==> config.mk <==
export PLATFORM = sky130hd
export DESIGN_NAME = async_fifo_rd_stream
export DESIGN_NICKNAME = d
export VERILOG_FILES = /design/src/rtl/async_fifo_rd_stream.sv
export SDC_FILE = /design/constraint.sdc
export NUM_CORES = 1
export LEC_CHECK = 0
export CAP_MARGIN = 20
export CORE_AREA = 10 10 106 108
export DETAILED_ROUTE_END_ITERATION = 16
export DIE_AREA = 0 0 116 118
export GPL_TIMING_DRIVEN = 0
export PLACE_DENSITY_LB_ADDON = 0.25
export SETUP_SLACK_MARGIN = 0.4
export SYNTH_ARGS = -nofsm -noshare
export SYNTH_HDL_FRONTEND = slang
export SYNTH_SLANG_ARGS = --single-unit
==> constraint.sdc <==
create_clock -name rclk -period 3.9 [get_ports rclk]
set_input_delay 0.975 -clock rclk [delete_from_list [all_inputs] [get_ports rclk]]
set_output_delay 0.975 -clock rclk [all_outputs]
set_load 0.01 [all_outputs]
==> src/rtl/async_fifo_rd_stream.sv <==
// async_fifo_rd_stream
//   Read-side adapter for the async FIFO, in the rclk domain. It turns the
//   FIFO pop interface (rden / rempty / rdata, with data one cycle after an
//   accepted pop) into a valid/ready stream. A 2-entry prefetch buffer lets the
//   consumer take one word per cycle while m_ready stays high.
//
// Ports
//   rclk, rrst   read clock; asynchronous active-high reset
//   rempty       FIFO empty flag
//   rden         FIFO pop request (combinational)
//   rdata        FIFO read data, valid the cycle after an accepted pop
//   flush        synchronous clear of the buffer and of any in-flight word
//   m_valid      stream valid (buffer not empty)
//   m_ready      consumer ready
//   m_data       stream data (buffer head)
//   occ          buffered word count, 0..2
//   rd_count     stream handshakes since reset, wraps modulo 2^CNT_WIDTH
//   ovf_err      sticky: a word came back while the buffer was full
module async_fifo_rd_stream #(
  parameter int DATA_WIDTH = 32,
  parameter int CNT_WIDTH  = 32
) (
  input  logic                  rclk,
  input  logic                  rrst,
  input  logic                  rempty,
  output logic                  rden,
  input  logic [DATA_WIDTH-1:0] rdata,
  input  logic                  flush,
  output logic                  m_valid,
  input  logic                  m_ready,
  output logic [DATA_WIDTH-1:0] m_data,
  output logic [1:0]            occ,
  output logic [CNT_WIDTH-1:0]  rd_count,
  output logic                  ovf_err
);

  logic [DATA_WIDTH-1:0] r_buf [2];
  logic                  r_head;
  logic                  r_tail;
  logic [1:0]            r_occ;
  logic                  r_inflight;
  logic [CNT_WIDTH-1:0]  r_count;
  logic                  r_ovf;

  logic       w_pop;
  logic [2:0] w_committed;
  logic       w_cap;
  logic       w_push;
  logic       w_drop;

  assign w_pop       = (r_occ != 2'd0) && m_ready;
  // Buffered words plus the word already requested must fit in two slots;
  // a pop in this cycle frees a slot, which keeps full throughput.
  assign w_committed = {1'b0, r_occ} + {2'b00, r_inflight};
  assign rden        = !rrst && !flush && !rempty && ((w_committed < 3'd2) || w_pop);

  assign w_cap  = r_inflight && !flush;
  // With the buffer full a returning word only fits if the head leaves now.
  assign w_push = w_cap && ((r_occ != 2'd2) || w_pop);
  assign w_drop = w_cap && (r_occ == 2'd2) && !w_pop;

  always_ff @(posedge rclk or posedge rrst) begin
    if (rrst) begin
      r_buf[0]   <= '0;
      r_buf[1]   <= '0;
      r_head     <= 1'b0;
      r_tail     <= 1'b0;
      r_occ      <= '0;
      r_inflight <= 1'b0;
      r_count    <= '0;
      r_ovf      <= 1'b0;
    end else if (flush) begin
      // Buffer contents stay; m_valid drops because occupancy is cleared.
      r_head     <= 1'b0;
      r_tail     <= 1'b0;
      r_occ      <= '0;
      r_inflight <= 1'b0;
    end else begin
      r_inflight <= rden;
      if (w_push) begin
        r_buf[r_tail] <= rdata;
        r_tail        <= ~r_tail;
      end
      if (w_pop) begin
        r_head  <= ~r_head;
        r_count <= r_count + {{(CNT_WIDTH-1){1'b0}}, 1'b1};
      end
      case ({w_push, w_pop})
        2'b10:   r_occ <= r_occ + 2'd1;
        2'b01:   r_occ <= r_occ - 2'd1;
        default: r_occ <= r_occ;
      endcase
      if (w_drop) begin
        r_ovf <= 1'b1;
      end
    end
  end

  assign m_valid  = (r_occ != 2'd0);
  assign m_data   = r_buf[r_head];
  assign occ      = r_occ;
  assign rd_count = r_count;
  assign ovf_err  = r_ovf;

endmodule

Yosys cells after proc, flatten, opt, wreduce, memory -nomap -nowiden
Cells that the tools add are included.

Bits in registers: 102. Input port bits: 37. Output and inout bits: 69. Logic and storage cells: 60.

Add/sub/neg operators: 4. $lt $le $gt $ge: 4. Equality and inequality tests: 4. Mux-type cells: 13. Bitwise gates (word level): 5. Reductions and logical operators: 22.

Operator list (count): $mux W32 (4); $bwmux W64 (1); $add A32 B1 Y32 const B (1); $demux W32 S1 (1); $logic_and A1 B1 Y1 (9); $reduce_and A2 Y1 (3); $reduce_bool A2 Y1 (3); $mux W1 (5); $eq A2 B2 Y1 const B (2); $ge A2 B2 Y1 const B (2); $logic_not A1 Y1 (4); $not A1 Y2 (2); $pmux W2 S2 (1); $add A2 B1 Y3 (1); $lt A3 B2 Y1 const B (1); $not A1 Y1 (3); $reduce_bool A3 Y1 (1); $add A2 B1 Y2 const B (1); $eq A2 B1 Y1 const B (1); $logic_or A1 B1 Y1 (2); $lt A2 B1 Y1 const B (1); $mux W2 (1); $ne A2 B2 Y1 const B (1); $sub A2 B1 Y2 const B (1).

Longest topological paths before layout
Gate-level depths: netlist (run 1).

Depth after elaboration: 7. Gate-level depth with buffers: 7. Mapped depth without buffers: 6.

Least setup slack after synthesis (run 1)
No wires, ideal clock.

Path kind: input to output. From: input flush. To: output rden. Arrival time: 1.614 ns. Setup slack: 1.311 ns. Stages on the path: 2. Path buffers: 1. Path through: clkbuf_1 -> nor4_1.

Word-level cells in the longest chain between the ends: 4.

RTL lines: from (decl) (RTL line 28) `input logic flush,`; $logic_not A1 Y1 (RTL line 55) `assign rden = !rrst && !flush && !rempty && ((w_committed < 3'd2) || w_pop);`; $logic_and A1 B1 Y1 (3 in a row) (RTL line 55); to (decl) (RTL line 26) `output logic rden,`.

No other way between the ends.

Worst setup path after layout (run 1)
From: register r_head. To: output m_data[28].

Word-level cells in the longest chain between the ends: 4.

RTL lines: from (decl) (RTL line 38) `logic r_head;`; from (signal assigned) (RTL line 85) `r_head <= ~r_head;`; $not A1 Y2 (implied by the code) (RTL line 100) `assign m_data = r_buf[r_head];`; $mux W32 (implied by the code) (3 in a row) (RTL line 100); to (decl) (RTL line 31) `output logic [DATA_WIDTH-1:0] m_data,`.

No other way between the ends. The select of a mux whose other input is x is not followed.

==> metrics, run 1 <==
outcome finished clean; H-Tree Depth 3; met1 wire length 4280 um; floorplan row count 35; Detailed Route Iter0 Violations 117; WHS 0.467 ns; Synth area leaders dfrtp_1, mux2_2, xnor2_1; final critical-path share of the clock period 0.821; CP Max Fanout 10; worst path cell trace clkbuf_1 > clkbuf_2 > mux2_2 > clkdlybuf4s50_1; Yosys warnings 0; Final Util 0.648; DR WL met3 810 um; Vias/cell 5.22; initial antenna violation count 0; total global routing overflow 0; top layer in use met4; Routed met2 length 4500 um; input/output buffers 105; first-pass GRT wire length 16300 um; die area 0.0137 mm^2; Hold WC Path Type reg2reg; max-slew violations 0; Synth Cell Area 0.00446 mm^2; top cell type's share of synthesized area 0.572; WP buf/inv 3; layout cells sized above 1 0.279; Maximum Capacitance Violations 0; post-route ant nets 0; via count 2940; Syn Inst Count 330; Die Y 118 um; # fillers 712; kind of cell adding the most delay to the critical path buffers and inverters; Layout area overhead 32.3%; # IOs 106; min cycle time layout 3.20 ns; DRT Wirelength 9710 um; worst rel slew slack 0.395; CTS Buffer Depth 2; post-synthesis sequential area ratio 0.572; syn_nets 368; min setup slack post-route 0.696 ns; TritonCTS Sinks 102; pre-CTS WS 0.386 ns; power consumption 2.52 mW; syn avg cell area 13.5 um^2; Reg clk slew, reported paths 0.10 ns; Inserted Clock Buffers 9; post-synth top area cell dfrtp_1; RSZ-0062 raised after global routing no; setup tns final 0 ns; # diodes 0; GPL Wtd Cong 0.765; vias in the first global route 3180; power density over the cells 428 mW/mm^2; Worst EP arrival 2.23 ns; Starting Density 0.490; CP peak stage delay 0.52 ns; DRC violations left 0; Top FF cell, synth dfrtp_1; clock skew 0.0129 ns; Worst Path Required 2.92 ns; Final Hold Fails 0; CP endpoint kind primary output; Post-synth EDFFs 0; drt pass-1 iters 6; critical path startpoint category register; final setup violation count 0; Max Clock Freq 0.312 GHz; pin count of the biggest net entering global routing 42; Max VDD drop 0.213 mV; core footprint 0.00911 mm^2; CTS tree yes; GRT Util Overall 0.147; chip width 116 um; Netlist cell types 32; Final #Nets 486; HPWL Detailed 7210 um; LEAKAGE 2.62 nW; Clock Tree Root clkbuf_8; asr flop ratio synth 1.00; Slowest cell on crit path clkdlybuf4s50_1; Routed wire per std cell 17.3 um; Worst-Margin Slew 0.900 ns; Worst-Skew Late Latency 0.36 ns; Crit Path Class reg2out; Synth Register Bits 102
[layout make-up]
class                      count  area [um^2]  share of cell area
sequential                   102         2550               0.432
multi-input combinational    212         1840               0.312
timing repair buffer         107         1100               0.186
tap                          111          139              0.0235
clock buffer                  10          138              0.0233
buffer                        13         62.6              0.0106
clock inverter                 5         60.1              0.0102
inverter                       3         15.0             0.00254
[cells by family (layout without fill, tap and decap cells)]
| logic type | count (synthesis) | count (layout) | share of synthesized area |
|---|---|---|---|
| AO/OA/AOI/OAI | 7 | 7 | 0.0109 |
| adder cells (fa/ha/maj) | 1 | 1 | 0.00280 |
| multiplexers | 97 | 97 | 0.245 |
| AND/OR/NAND/NOR | 74 | 74 | 0.0894 |
| buffers and inverters | 16 | 138 | 0.0154 |
| XOR/XNOR | 33 | 33 | 0.0648 |
| flip-flops | 102 | 102 | 0.572 |
[registers in the layout, summed over array words and instances, names as in the netlist]
register,count
rd_count,32
r_head,1
r_tail,1
r_inflight,1
r_buf,64
occ,2
ovf_err,1
[synth_stat cells, types with 4 or more instances]
library cell,n
mux2_2,93
nor2_1,14
xnor2_1,23
buf_2,7
dfrtp_1,102
nand2_1,16
xor2_1,10
nand3_1,11
nor3_1,4
mux2_1,4
and4_1,5
nand4_1,10
clkbuf_1,6
[worst paths after layout]
check                           startpoint            to  slack, ns  cells past startpoint
worst min-delay path               ovf_err       ovf_err       0.47                      1
min in group asynchronous             rrst    r_inflight       1.14                      2
worst max-delay path                r_head    m_data[28]       0.70                      4
worst min register to register     ovf_err       ovf_err       0.47                      1
worst max register to register  r_inflight     r_buf[60]       1.77                      6
max in group asynchronous             rrst  rd_count[26]       1.90                      4
[through the flow]
step / instance area [um^2] / std cells
6_report: 5900 / 563
5_1_grt: 5900 / 563
4_1_cts: 5900 / 563
3_5_place_dp: 5700 / 548
3_3_place_gp: 5660 / 546
2_1_floorplan: 4470 / 330
[cell usage in the layout, fill, tap and decap left out, types with 2 or more instances in the layout]
cell type and n:
clkinvlp_4 2, mux2_2 93, nor4_1 3, nand3_1 11, and2_1 2, clkbuf_2 4
xor2_1 10, dfrtp_1 102, xnor2_1 23, nor2_1 14, nand4_1 10, mux2_1 4
inv_1 2, and4_1 5, clkdlybuf4s50_1 103, clkbuf_8 10, o21ai_0 2, buf_12 2
dlymetal6s2s_1 2, clkinv_4 2, nor3_1 4, nand2_1 16, clkbuf_1 2, buf_2 7
[routing by layer]
metal / track usage / vias up
li1: - / 1402
met1: 0.186 / 1454
met2: 0.227 / 74
met3: 0.0550 / 10
met4: 0.0423 / 0
met5: 0 / -
[timing repair]
| action | CTS | global route |
|---|---|---|
| setup endpoints to repair | 1 | 29 |
| setup buffers | 0 | 0 |
| hold endpoints to repair | 0 | 0 |
| hold buffers | 0 | 0 |
| resized for setup | 1 | 8 |
[power by group]
part / internal, mW / leakage, nW / switching [mW] / total [mW]
logic: 0.379 / 1.19 / 0.211 / 0.589
clock network: 0.312 / 0.0983 / 0.349 / 0.661
registers: 1.20 / 1.34 / 0.0746 / 1.27
total: 1.89 / 2.62 / 0.634 / 2.52
No activity file was read; power rests on OpenSTA's default activity.
==> run 2: changes to the inputs <==
--- a/config.mk
+++ b/config.mk
@@ -6,9 +6,9 @@
 export NUM_CORES = 1
 export LEC_CHECK = 0
 export CAP_MARGIN = 20
-export CORE_AREA = 10 10 106 108
+export CORE_AREA = 10 10 111 113
 export DETAILED_ROUTE_END_ITERATION = 16
-export DIE_AREA = 0 0 116 118
+export DIE_AREA = 0 0 121 123
 export GPL_TIMING_DRIVEN = 0
 export PLACE_DENSITY_LB_ADDON = 0.25
 export SETUP_SLACK_MARGIN = 0.4
==> constraint.sdc (replaced) <==
create_clock -name rclk -period 2.55 [get_ports rclk]
set_input_delay 0.6375 -clock rclk [delete_from_list [all_inputs] [get_ports rclk]]
set_output_delay 0.6375 -clock rclk [all_outputs]
set_load 0.01 [all_outputs]
==> metrics, run 2 (synthesized netlist as in run 1, its figures left out) <==
outcome finished clean; min cycle time layout 2.18 ns; CTS Buffer Depth 2; # diodes 0; TritonCTS Sinks 102; CP endpoint kind primary output; DRT Wirelength 10400 um; max-slew violations 0; layout cells sized above 1 0.383; Detailed Route Iter0 Violations 125; power consumption 4.03 mW; GPL Wtd Cong 0.805; Worst EP arrival 1.54 ns; CP Max Fanout 8; DRC violations left 0; Hold WC Path Type reg2reg; clock skew 0.00849 ns; drt pass-1 iters 4; Starting Density 0.440; Final #Nets 495; Final Util 0.622; grt met3 use 0.0515; final critical-path share of the clock period 0.853; Clock Tree Root clkbuf_8; commonest non-fill, non-tap cell in the layout dfrtp_1; Die Y 123 um; Crit Path Class reg2out; Max VDD drop 0.255 mV; vias in the first global route 3382; setup tns final 0 ns; Max Clock Freq 0.460 GHz; H-Tree Depth 3; LEAKAGE 2.87 nW; power density over the cells 639 mW/mm^2; commonest cells after routing, fill and taps aside dfrtp_1, clkdlybuf4s50_1, mux2_2; Maximum Capacitance Violations 0; HPWL Detailed 7280 um; CTS tree yes; core footprint 0.0101 mm^2; chip width 121 um; die area 0.0149 mm^2; worst rel slew slack 0.420; max FFs per register 64; global routing's busiest layer met2; total global routing overflow 0; input/output buffers 105; via count 3019; Crit. Startpoint r_head; Reg clk slew, reported paths 0.10 ns; flop-to-flop setup slack 0.54 ns; # IOs 106; Worst-Margin Slew 0.868 ns; GR Layer Usage met2 0.231; FF-to-FF path depth 6; Worst Path Required 1.91 ns; Reg-to-Reg End r_buf[22]; Critical Path Sink m_data[22]; pin count of the biggest net entering global routing 41; grt met1 use 0.177; Inserted Clock Buffers 9; initial antenna violation count 0; GRT Util Overall 0.143; Vias/cell 5.05; floorplan row count 37; Routed wire per std cell 17.4 um; RR Startpoint occ[0]; Layout area overhead 41.4%; critical path startpoint category register; final setup violation count 0; post-route ant nets 0; Worst-Skew Late Latency 0.35 ns; largest reg by FF count r_buf; Final Hold Fails 0; first-pass GRT wire length 17300 um; RSZ-0062 raised after global routing yes
## run 2: changes by cell type in the layout (fill, tap and decap cells not counted), moves of 4 or more
cell,before,now
buf_4,0,8
mux2_4,0,30
buf_6,0,32
clkdlybuf4s50_1,103,68
dlygate4sd2_1,0,4
mux2_2,93,63
clkbuf_2,4,0
clkbuf_16,0,6
## run 2: power by group
part,switching [mW],internal [mW],total [mW]
Clock,0.542,0.482,1.02
Combinational,0.361,0.685,1.05
Sequential,0.124,1.84,1.96
Total,1.03,3.00,4.03
## run 2: layer usage
metal	up-vias	share of wire
met5	-	0
met2	71	0.49
met4	0	0.0068
met1	1521	0.43
li1	1420	-
met3	7	0.072
## run 2: per-stage QoR
| stage | setup WS, ns | hold slack, ns | instances | instance area (um^2) |
|---|---|---|---|---|
| 3_3_place_gp | -0.350 | 0.455 | 571 | 5690 |
| 3_5_place_dp | -0.307 | 0.466 | 573 | 5730 |
| 4_1_cts | 0.348 | 0.483 | 598 | 6220 |
| 5_1_grt | 0.323 | 0.520 | 598 | 6310 |
| 2_1_floorplan | 0.603 | 0.454 | 330 | 4470 |
| 6_report | 0.374 | 0.478 | 598 | 6310 |
## run 2: final cells by class
| cell class | count | area (um^2) |
|---|---|---|
| well taps | 136 | 170 |
| fillers | 776 | 3830 |
| repair buffers | 116 | 1230 |
| plain buffers | 13 | 164 |
| clock buffers | 11 | 141 |
| flip-flops and latches | 102 | 2550 |
| inverters | 3 | 15.0 |
| clock inverters | 5 | 58.8 |
| multi-input cells | 212 | 1980 |
## run 2: timing repair
| action | 4_1_cts | 5_1_grt |
|---|---|---|
| gates cloned | 3 | 0 |
| resized for setup | 214 | 26 |
| setup buffers | 6 | 0 |
| pin swaps | 0 | 0 |
| hold buffers | 0 | 0 |
| setup endpoints to repair | 111 | 75 |
## run 2: how the worst min path moves through the flow
stage                      start           end  slack [ns]  cells past startpoint
finish              rd_count[31]  rd_count[31]        0.48                      1
detailed placement  rd_count[31]  rd_count[31]        0.47                      1
global route             ovf_err       ovf_err        0.52                      1
CTS                 rd_count[31]  rd_count[31]        0.48                      1
floorplan              r_buf[61]     r_buf[61]        0.45                      1
global placement         ovf_err       ovf_err        0.46                      1
## run 2: worst max-delay path, stage by stage (launching register included)
cell and delay (ns):
dfrtp_1 0.40, clkbuf_16 0.18, clkbuf_16 0.17, mux2_4 0.30, buf_6 0.13
